## config.mk

```make
export PLATFORM = sky130hd
export DESIGN_NAME = mac_result_drain_flat
export DESIGN_NICKNAME = d
export VERILOG_FILES = /design/src/rtl/mac_result_drain_pkg.sv /design/src/rtl/mac_result_drain_if.sv /design/src/rtl/mac_result_drain.sv /design/src/flat_wrapper.sv
export SDC_FILE = /design/constraint.sdc
export NUM_CORES = 1
export LEC_CHECK = 0
export CAP_MARGIN = 20
export CORE_AREA = 2 2 153 155
export CTS_CLUSTER_SIZE = 24
export DETAILED_ROUTE_END_ITERATION = 7
export DIE_AREA = 0 0 155 157
export PLACE_DENSITY = 0.69
export SYNTH_ARGS = -nofsm -noshare
export SYNTH_HDL_FRONTEND = slang
export SYNTH_SLANG_ARGS = --single-unit
```

## constraint.sdc

```tcl
create_clock -name clk -period 20.5 [get_ports clk]
set_input_delay 6.15 -clock clk [delete_from_list [all_inputs] [get_ports clk]]
set_output_delay 6.15 -clock clk [all_outputs]
set_load 0.01 [all_outputs]
```

## src/rtl/mac_result_drain_pkg.sv

```systemverilog
// -----------------------------------------------------------------------------
// mac_pkg
//   Shared definitions for the MAC array result path: lane count, accumulator
//   width and type, lane-index width and the drain FSM state encoding.
//   Imported by mac_result_drain_if and mac_result_drain.
// -----------------------------------------------------------------------------
package mac_pkg;

   localparam int N_MAC  = 8;                // MAC lanes / result words per pass
   localparam int C_W    = 24;               // accumulator width
   localparam int IDX_W  = $clog2(N_MAC);    // width of a lane index
   localparam int WCNT_W = 4;                // settle counter, holds SETTLE-1 for SETTLE in 1..15

   typedef logic [C_W-1:0]   acc_t;
   typedef logic [IDX_W-1:0] idx_t;

   // CLR is only reachable when MAC_DRAIN_CLR_EN is defined.
   typedef enum logic [1:0] {
      IDLE  = 2'd0,
      WAIT  = 2'd1,
      DRAIN = 2'd2,
      CLR   = 2'd3
   } drain_state_e;

endpackage

```

## src/rtl/mac_result_drain_if.sv

```systemverilog
// -----------------------------------------------------------------------------
// mac_result_drain_if
//   Valid/ready result stream from the drain stage to the result writer.
//     res_valid  master->slave  word available
//     res_ready  slave->master  consumer accepts word
//     res_data   master->slave  result word (C_W bits)
//     res_idx    master->slave  lane index of res_data
//     res_last   master->slave  high with the lane N_MAC-1 word
//   Modports: master (drain stage), slave (result writer).
// -----------------------------------------------------------------------------
interface mac_result_drain_if
   import mac_pkg::*;
#(
   parameter int DATA_W = C_W,
   parameter int IDXW   = IDX_W
);

   logic              res_valid;
   logic              res_ready;
   logic [DATA_W-1:0] res_data;
   logic [IDXW-1:0]   res_idx;
   logic              res_last;

   modport master (
      output res_valid,
      output res_data,
      output res_idx,
      output res_last,
      input  res_ready
   );

   modport slave (
      input  res_valid,
      input  res_data,
      input  res_idx,
      input  res_last,
      output res_ready
   );

endinterface

```

## src/rtl/mac_result_drain.sv

```systemverilog
// -----------------------------------------------------------------------------
// mac_result_drain
//   Result drain stage behind the 8-lane MAC array. A falling edge on the
//   array's last-lane enable marks the end of a compute pass; SETTLE cycles
//   later all accumulators are snapshotted and then streamed out one word per
//   handshake. A pass end seen while already busy is dropped and flagged.
//
//   Parameters:
//     SETTLE    cycles from detected pass end to snapshot (legal 1..15)
//     N_MAC/C_W come from mac_pkg so array, drain and writer always agree.
//
//   Ports:
//     clk        sole clock
//     rst_n      synchronous active-low reset
//     done_tap   last-lane enable exported by the array
//     c_in       accumulator outputs of the array, one per lane
//     res        result stream (mac_result_drain_if.master)
//     busy       state is not IDLE
//     overrun    sticky: pass end seen while busy, cleared only by reset
//     clr_out    one-cycle accumulator clear request (MAC_DRAIN_CLR_EN only)
//
//   Build option:
//     MAC_DRAIN_CLR_EN  adds the CLR state and the clr_out port so the
//                       controller can auto-clear the array after each drain.
//                       Undefined: DRAIN returns straight to IDLE.
//
//   All outputs decode from registers only; res_ready never reaches an output
//   combinationally.
// -----------------------------------------------------------------------------
module mac_result_drain
   import mac_pkg::*;
#(
   parameter int SETTLE = 1
)(
   input  logic                    clk,
   input  logic                    rst_n,
   input  logic                    done_tap,
   input  acc_t                    c_in [N_MAC],
   mac_result_drain_if.master      res,
   output logic                    busy,
`ifdef MAC_DRAIN_CLR_EN
   output logic                    clr_out,
`endif
   output logic                    overrun
);

   drain_state_e      r_state;
   drain_state_e      w_next_state;
   logic              r_tap_q;
   logic [WCNT_W-1:0] r_wcnt;
   idx_t              r_idx;
   acc_t              r_snap [N_MAC];
   logic              r_overrun;

   logic              w_pass_end;
   logic              w_last;
   logic              w_hs;

   // Pass end: the enable was high last cycle and is low now.
   assign w_pass_end = r_tap_q & ~done_tap;
   assign w_last     = (r_idx == idx_t'(N_MAC - 1));
   // res_valid is exactly "state is DRAIN", so the handshake uses the state.
   assign w_hs       = (r_state == DRAIN) & res.res_ready;

   // ---------------------------------------------------------------------------
   // FSM: state register
   // ---------------------------------------------------------------------------
   // NOTE: sequential state uses non-blocking assignments so every register
   // samples pre-edge values regardless of process ordering.
   always_ff @(posedge clk) begin
      if (!rst_n) r_state <= IDLE;
      else        r_state <= w_next_state;
   end

   // ---------------------------------------------------------------------------
   // FSM: next-state logic
   // ---------------------------------------------------------------------------
   // NOTE: every combinational output gets a default before the case so no
   // path leaves it unassigned and no latch is inferred.
   always_comb begin
      w_next_state = r_state;
      unique case (r_state)
         IDLE:  if (w_pass_end)     w_next_state = WAIT;
         WAIT:  if (r_wcnt == '0)   w_next_state = DRAIN;
         DRAIN: if (w_hs && w_last) begin
`ifdef MAC_DRAIN_CLR_EN
            w_next_state = CLR;
`else
            w_next_state = IDLE;
`endif
         end
`ifdef MAC_DRAIN_CLR_EN
         CLR:   w_next_state = IDLE;
`endif
         default: w_next_state = IDLE;
      endcase
   end

   // ---------------------------------------------------------------------------
   // FSM: output decode (registered state and datapath only)
   // ---------------------------------------------------------------------------
   always_comb begin
      res.res_valid = 1'b0;
      res.res_data  = '0;
      res.res_idx   = '0;
      res.res_last  = 1'b0;
      busy          = (r_state != IDLE);
`ifdef MAC_DRAIN_CLR_EN
      clr_out       = 1'b0;
`endif
      unique case (r_state)
         DRAIN: begin
            res.res_valid = 1'b1;
            res.res_data  = r_snap[r_idx];
            res.res_idx   = r_idx;
            res.res_last  = w_last;
         end
`ifdef MAC_DRAIN_CLR_EN
         CLR:   clr_out = 1'b1;
`endif
         default: ;
      endcase
   end

   assign overrun = r_overrun;

   // ---------------------------------------------------------------------------
   // Datapath: edge-detect flop, settle counter, lane index, snapshot bank,
   // overrun flag.
   // ---------------------------------------------------------------------------
   always_ff @(posedge clk) begin
      if (!rst_n) begin
         r_tap_q   <= 1'b0;
         r_wcnt    <= '0;
         r_idx     <= '0;
         r_overrun <= 1'b0;
         // NOTE: the snapshot bank is reset on purpose: outputs must read zero
         // straight out of reset, so this is flops, not a RAM.
         for (int i = 0; i < N_MAC; i++) r_snap[i] <= '0;
      end else begin
         r_tap_q <= done_tap;

         // Only IDLE accepts a pass end; anywhere else it is dropped and flagged.
         if (w_pass_end && (r_state != IDLE)) r_overrun <= 1'b1;

         unique case (r_state)
            IDLE: begin
               if (w_pass_end) r_wcnt <= WCNT_W'(SETTLE - 1);
            end
            WAIT: begin
               if (r_wcnt == '0) begin
                  for (int i = 0; i < N_MAC; i++) r_snap[i] <= c_in[i];
                  r_idx <= '0;
               end else begin
                  r_wcnt <= r_wcnt - 1'b1;
               end
            end
            DRAIN: begin
               // Stop at the last lane instead of wrapping; WAIT reloads idx.
               if (w_hs && !w_last) r_idx <= r_idx + 1'b1;
            end
            default: ;
         endcase
      end
   end

endmodule

```

## src/flat_wrapper.sv

```systemverilog
// flat-port wrapper written by rule: the top's interface ports become plain ports
module mac_result_drain_flat import mac_pkg::*;
#(
   parameter int SETTLE = 1
)
  (clk, rst_n, done_tap, c_in, busy, overrun, res_res_valid, res_res_data, res_res_idx, res_res_last, res_res_ready);
  mac_result_drain_if #(.DATA_W(C_W), .IDXW(IDX_W)) res_i ();
  input  logic clk;
  input  logic rst_n;
  input  logic done_tap;
  input  acc_t c_in[N_MAC];
  output logic busy;
  output logic overrun;
  output wire logic [$bits(res_i.res_valid)-1:0] res_res_valid;
  output wire logic [$bits(res_i.res_data)-1:0] res_res_data;
  output wire logic [$bits(res_i.res_idx)-1:0] res_res_idx;
  output wire logic [$bits(res_i.res_last)-1:0] res_res_last;
  input wire logic [$bits(res_i.res_ready)-1:0] res_res_ready;
  assign res_res_valid = res_i.res_valid;
  assign res_res_data = res_i.res_data;
  assign res_res_idx = res_i.res_idx;
  assign res_res_last = res_i.res_last;
  assign res_i.res_ready = res_res_ready;
  mac_result_drain #(.SETTLE(SETTLE)) u_core (.clk(clk), .rst_n(rst_n), .done_tap(done_tap), .c_in(c_in), .res(res_i), .busy(busy), .overrun(overrun));
endmodule
```

==> summary.md <==
| Metric | Value |
|---|---|
| Synth warn | `0` |
| Leak | `4.51 nW` |
| FFs w/ async S/R, synth | `0%` |
| Final setup violation count | `0` |
| Latest clock arrival within the worst-skew pair | `0.49 ns` |
| Vias | `5540` |
| Library cells used by synthesis | `43` |
| Crit end category | `output port` |
| Vias/cell | `5.05` |
| Crit path max fanout | `24` |
| Register area | `0.00605 mm²` |
| GR met1 Demand/Resource | `21.6%` |
| Initial antenna violation count | `0` |
| CTS Root Cell | `clkbuf_16` |
| Layout cells sized above 1 | `16.9%` |
| DP Wirelength | `13900 µm` |
| Nature of the critical path startpoint | `register` |
| ANT nets after route | `0` |
| CP Depth | `6` |
| Fmax | `112 MHz` |
| Unrepaired setup endpoints after global routing | `no` |
| Vias in the first global route | `5962` |
| Top FF cell, synth | `edfxtp_1` |
| Clock buffer depth | `3` |
| CTS clk-pin slew, worst paths | `0.06 ns` |
| CP top delay family | `buffers and inverters` |
| Synthesized instance count | `584` |
| I/O pin cnt | `227` |
| Area leader, netlist | `edfxtp_1` |
| Max VDD drop | `0.0628 mV` |
| DRC errors left | `0` |
| Synth top area cells | `edfxtp_1 61%, mux4_2 12%, and2_1 10%` |
| WL final | `21100 µm` |
| Largest net degree at the start of global routing | `115` |
| Number of iterations in the first detailed-routing pass | `5` |
| Maxcap violations | `0` |
| Multi-input logic area | `0.00307 mm²` |
| Die H | `157 µm` |
| Total track usage | `17.1%` |
| Die X | `155 µm` |
| Slowest CP cell | `clkdlybuf4s50_1` |
| Met2 Track Usage GR | `30.3%` |
| Fill count | `1762` |
| Synth top area share | `61.4%` |
| RD Place Congestion | `0.760` |
| Setup TNS | `0 ns` |
| Die area | `0.0243 mm²` |
| Hold-fix buffers, CTS | `0` |
| Final hold viol count | `0` |
| WP buf/inv | `3` |
| WP data arrival | `2.80 ns` |
| Post-CTS setup buffers | `0` |
| Max stage delay on crit path | `0.61 ns` |
| Worst slew pin tran | `1.02 ns` |
| Synth Area per Inst | `16.1 µm²` |
| Final min period | `8.95 ns` |
| Worst reg2reg path depth | `6` |
| Met3 Track Usage GR | `3.28%` |
| CORE AREA | `0.0225 mm²` |
| Clock sinks | `206` |
| H-tree depth | `1` |
| CTS tree | `yes` |
| Post-synthesis instance area | `0.00940 mm²` |
| Std-Cell Rows | `55` |
| Port buffer count | `226` |
| CP Cell Sequence | `inv_1, ha_1, nor2b_2, buf_4, a22o_1, clkdlybuf4s50_1` |
| Post-layout utilization of the core | `55.6%` |
| WS Path Type | `register to output port` |
| Number of gates resized after cts | `0` |
| Worst hold path depth | `1` |
| Top Usage Layer GRT | `met2` |
| WP data required | `14.35 ns` |
| TritonCTS Buffers | `23` |
| 1st-iter DRT viols | `290` |
| First-pass GRT wire length | `32300 µm` |
| Pins Over Slew Limit | `0` |
| Fin Clk Skew | `0.00736 ns` |
| WL per Instance | `19.3 µm` |
| Worst hold margin | `0.488 ns` |
| Yosys reg bits | `206` |
| Worst slew margin | `32.2%` |
| Post-synthesis sequential area ratio | `64.3%` |
| PwrDens | `100 mW/mm²` |
| Status | `complete, no violations` |
| Final period util | `43.6%` |
| Initial core utilization | `41.8%` |
| Post-synth EDFFs | `192` |
| Final net count | `1003` |
| Worst hold-check path type | `register to register` |
| Area Overhead vs Synth | `33.1%` |
| GRT overflow | `0` |
| Syn_nets | `786` |
-- placed cells by master, fill, tap and decap left out, types with 2 or more instances in the layout --
| master | Yosys | routed |
|---|---|---|
| clkdlybuf4s50_1 | 0 | 225 |
| edfxtp_1 | 192 | 192 |
| and2_1 | 153 | 153 |
| mux4_2 | 48 | 48 |
| and2_2 | 45 | 45 |
| a22o_1 | 24 | 24 |
| clkbuf_16 | 0 | 23 |
| dfxtp_1 | 14 | 12 |
| inv_1 | 8 | 8 |
| buf_4 | 3 | 8 |
| mux2i_1 | 7 | 7 |
| nand2_1 | 6 | 6 |
| ha_1 | 6 | 6 |
| clkinv_1 | 0 | 5 |
| clkbuf_1 | 26 | 4 |
| nand3_1 | 3 | 3 |
| a31oi_1 | 3 | 3 |
| nor3_1 | 3 | 3 |
| nand2b_1 | 2 | 2 |
| nand3b_1 | 2 | 2 |
| nor3b_1 | 2 | 2 |
| clkinv_2 | 0 | 2 |
-- flip-flops by register name, indices dropped and copies added, names as in the netlist, named ones only --
signal / flops
u_core.overrun: 1
u_core.r_wcnt: 4
u_core.r_snap: 192
u_core.r_state: 2
u_core.r_idx: 3
u_core.r_tap_q: 1
-- final timing paths --
check                                                     from  slack (ns)                                 to
worst max-delay path            u_core.r_state[0]$_SDFFE_PN0P_       11.55                   res_res_data[12]
worst max register to register   u_core.r_wcnt[0]$_SDFFE_PN0P_       17.31  u_core.r_snap[0][1]$_SDFFCE_PN0P_
worst min register to register     u_core.overrun$_SDFFE_PN0P_        0.49        u_core.overrun$_SDFFE_PN0P_
worst min-delay path               u_core.overrun$_SDFFE_PN0P_        0.49        u_core.overrun$_SDFFE_PN0P_
-- synthesized netlist by cell type (2+ instances only) --
cell type  instances
nor3b_1            2
nor2b_1            2
o21ai_0            2
buf_8              6
nor3_1             3
nand3b_1           2
and2_2            45
buf_2              5
dfxtp_1           14
clkbuf_1          26
edfxtp_1         192
buf_4              3
ha_1               6
and2_1           153
mux4_2            48
nand2_1            6
inv_1              8
nand2b_1           2
mux2i_1            7
nand3_1            3
a22o_1            24
buf_6              2
a31oi_1            3
-- layout make-up --
cell class | instances | area share [%]
diodes | 1 | 0.0200
clock buffers | 27 | 4.72
clock inverters | 8 | 0.470
inverters | 8 | 0.240
multi-input cells | 327 | 24.6
flip-flops and latches | 206 | 48.4
well taps | 285 | 2.85
repair buffers | 235 | 18.7
-- power breakdown --
group          leakage, nW  switching, mW  internal, mW
sequential            2.13         0.0244         0.580
clock                0.318          0.153         0.214
combinational         2.07          0.141         0.143
-- kinds of logic after synthesis --
logic type      share of synthesized area (%)
flops                                    64.3
fa+ha+maj                               0.799
simple gates                             15.6
compound gates                           3.90
buf+inv                                  3.10
mux                                      12.3
-- routing by layer --
metal  routed length [µm]  up-vias
li1                     -     2608
met1                 8660     2731
met4                  480        0
met5                    0        -
met2                11000      167
met3                 1040       34
-- through the flow --
| step | setup WS (ns) | instance area, µm² | total power [mW] | instances |
|---|---|---|---|---|
| after floorplan | 5.06 | 9400 | 0.845 | 584 |
| after global placement | 11.62 | 11800 | 0.884 | 1060 |
| after detailed placement | 11.47 | 11800 | 0.900 | 1060 |
| after CTS | 11.27 | 12500 | 1.27 | 1095 |
| after global routing | 11.41 | 12500 | 1.31 | 1096 |
| final | 11.55 | 12500 | 1.26 | 1097 |
No activity file was read; power rests on OpenSTA's default activity.
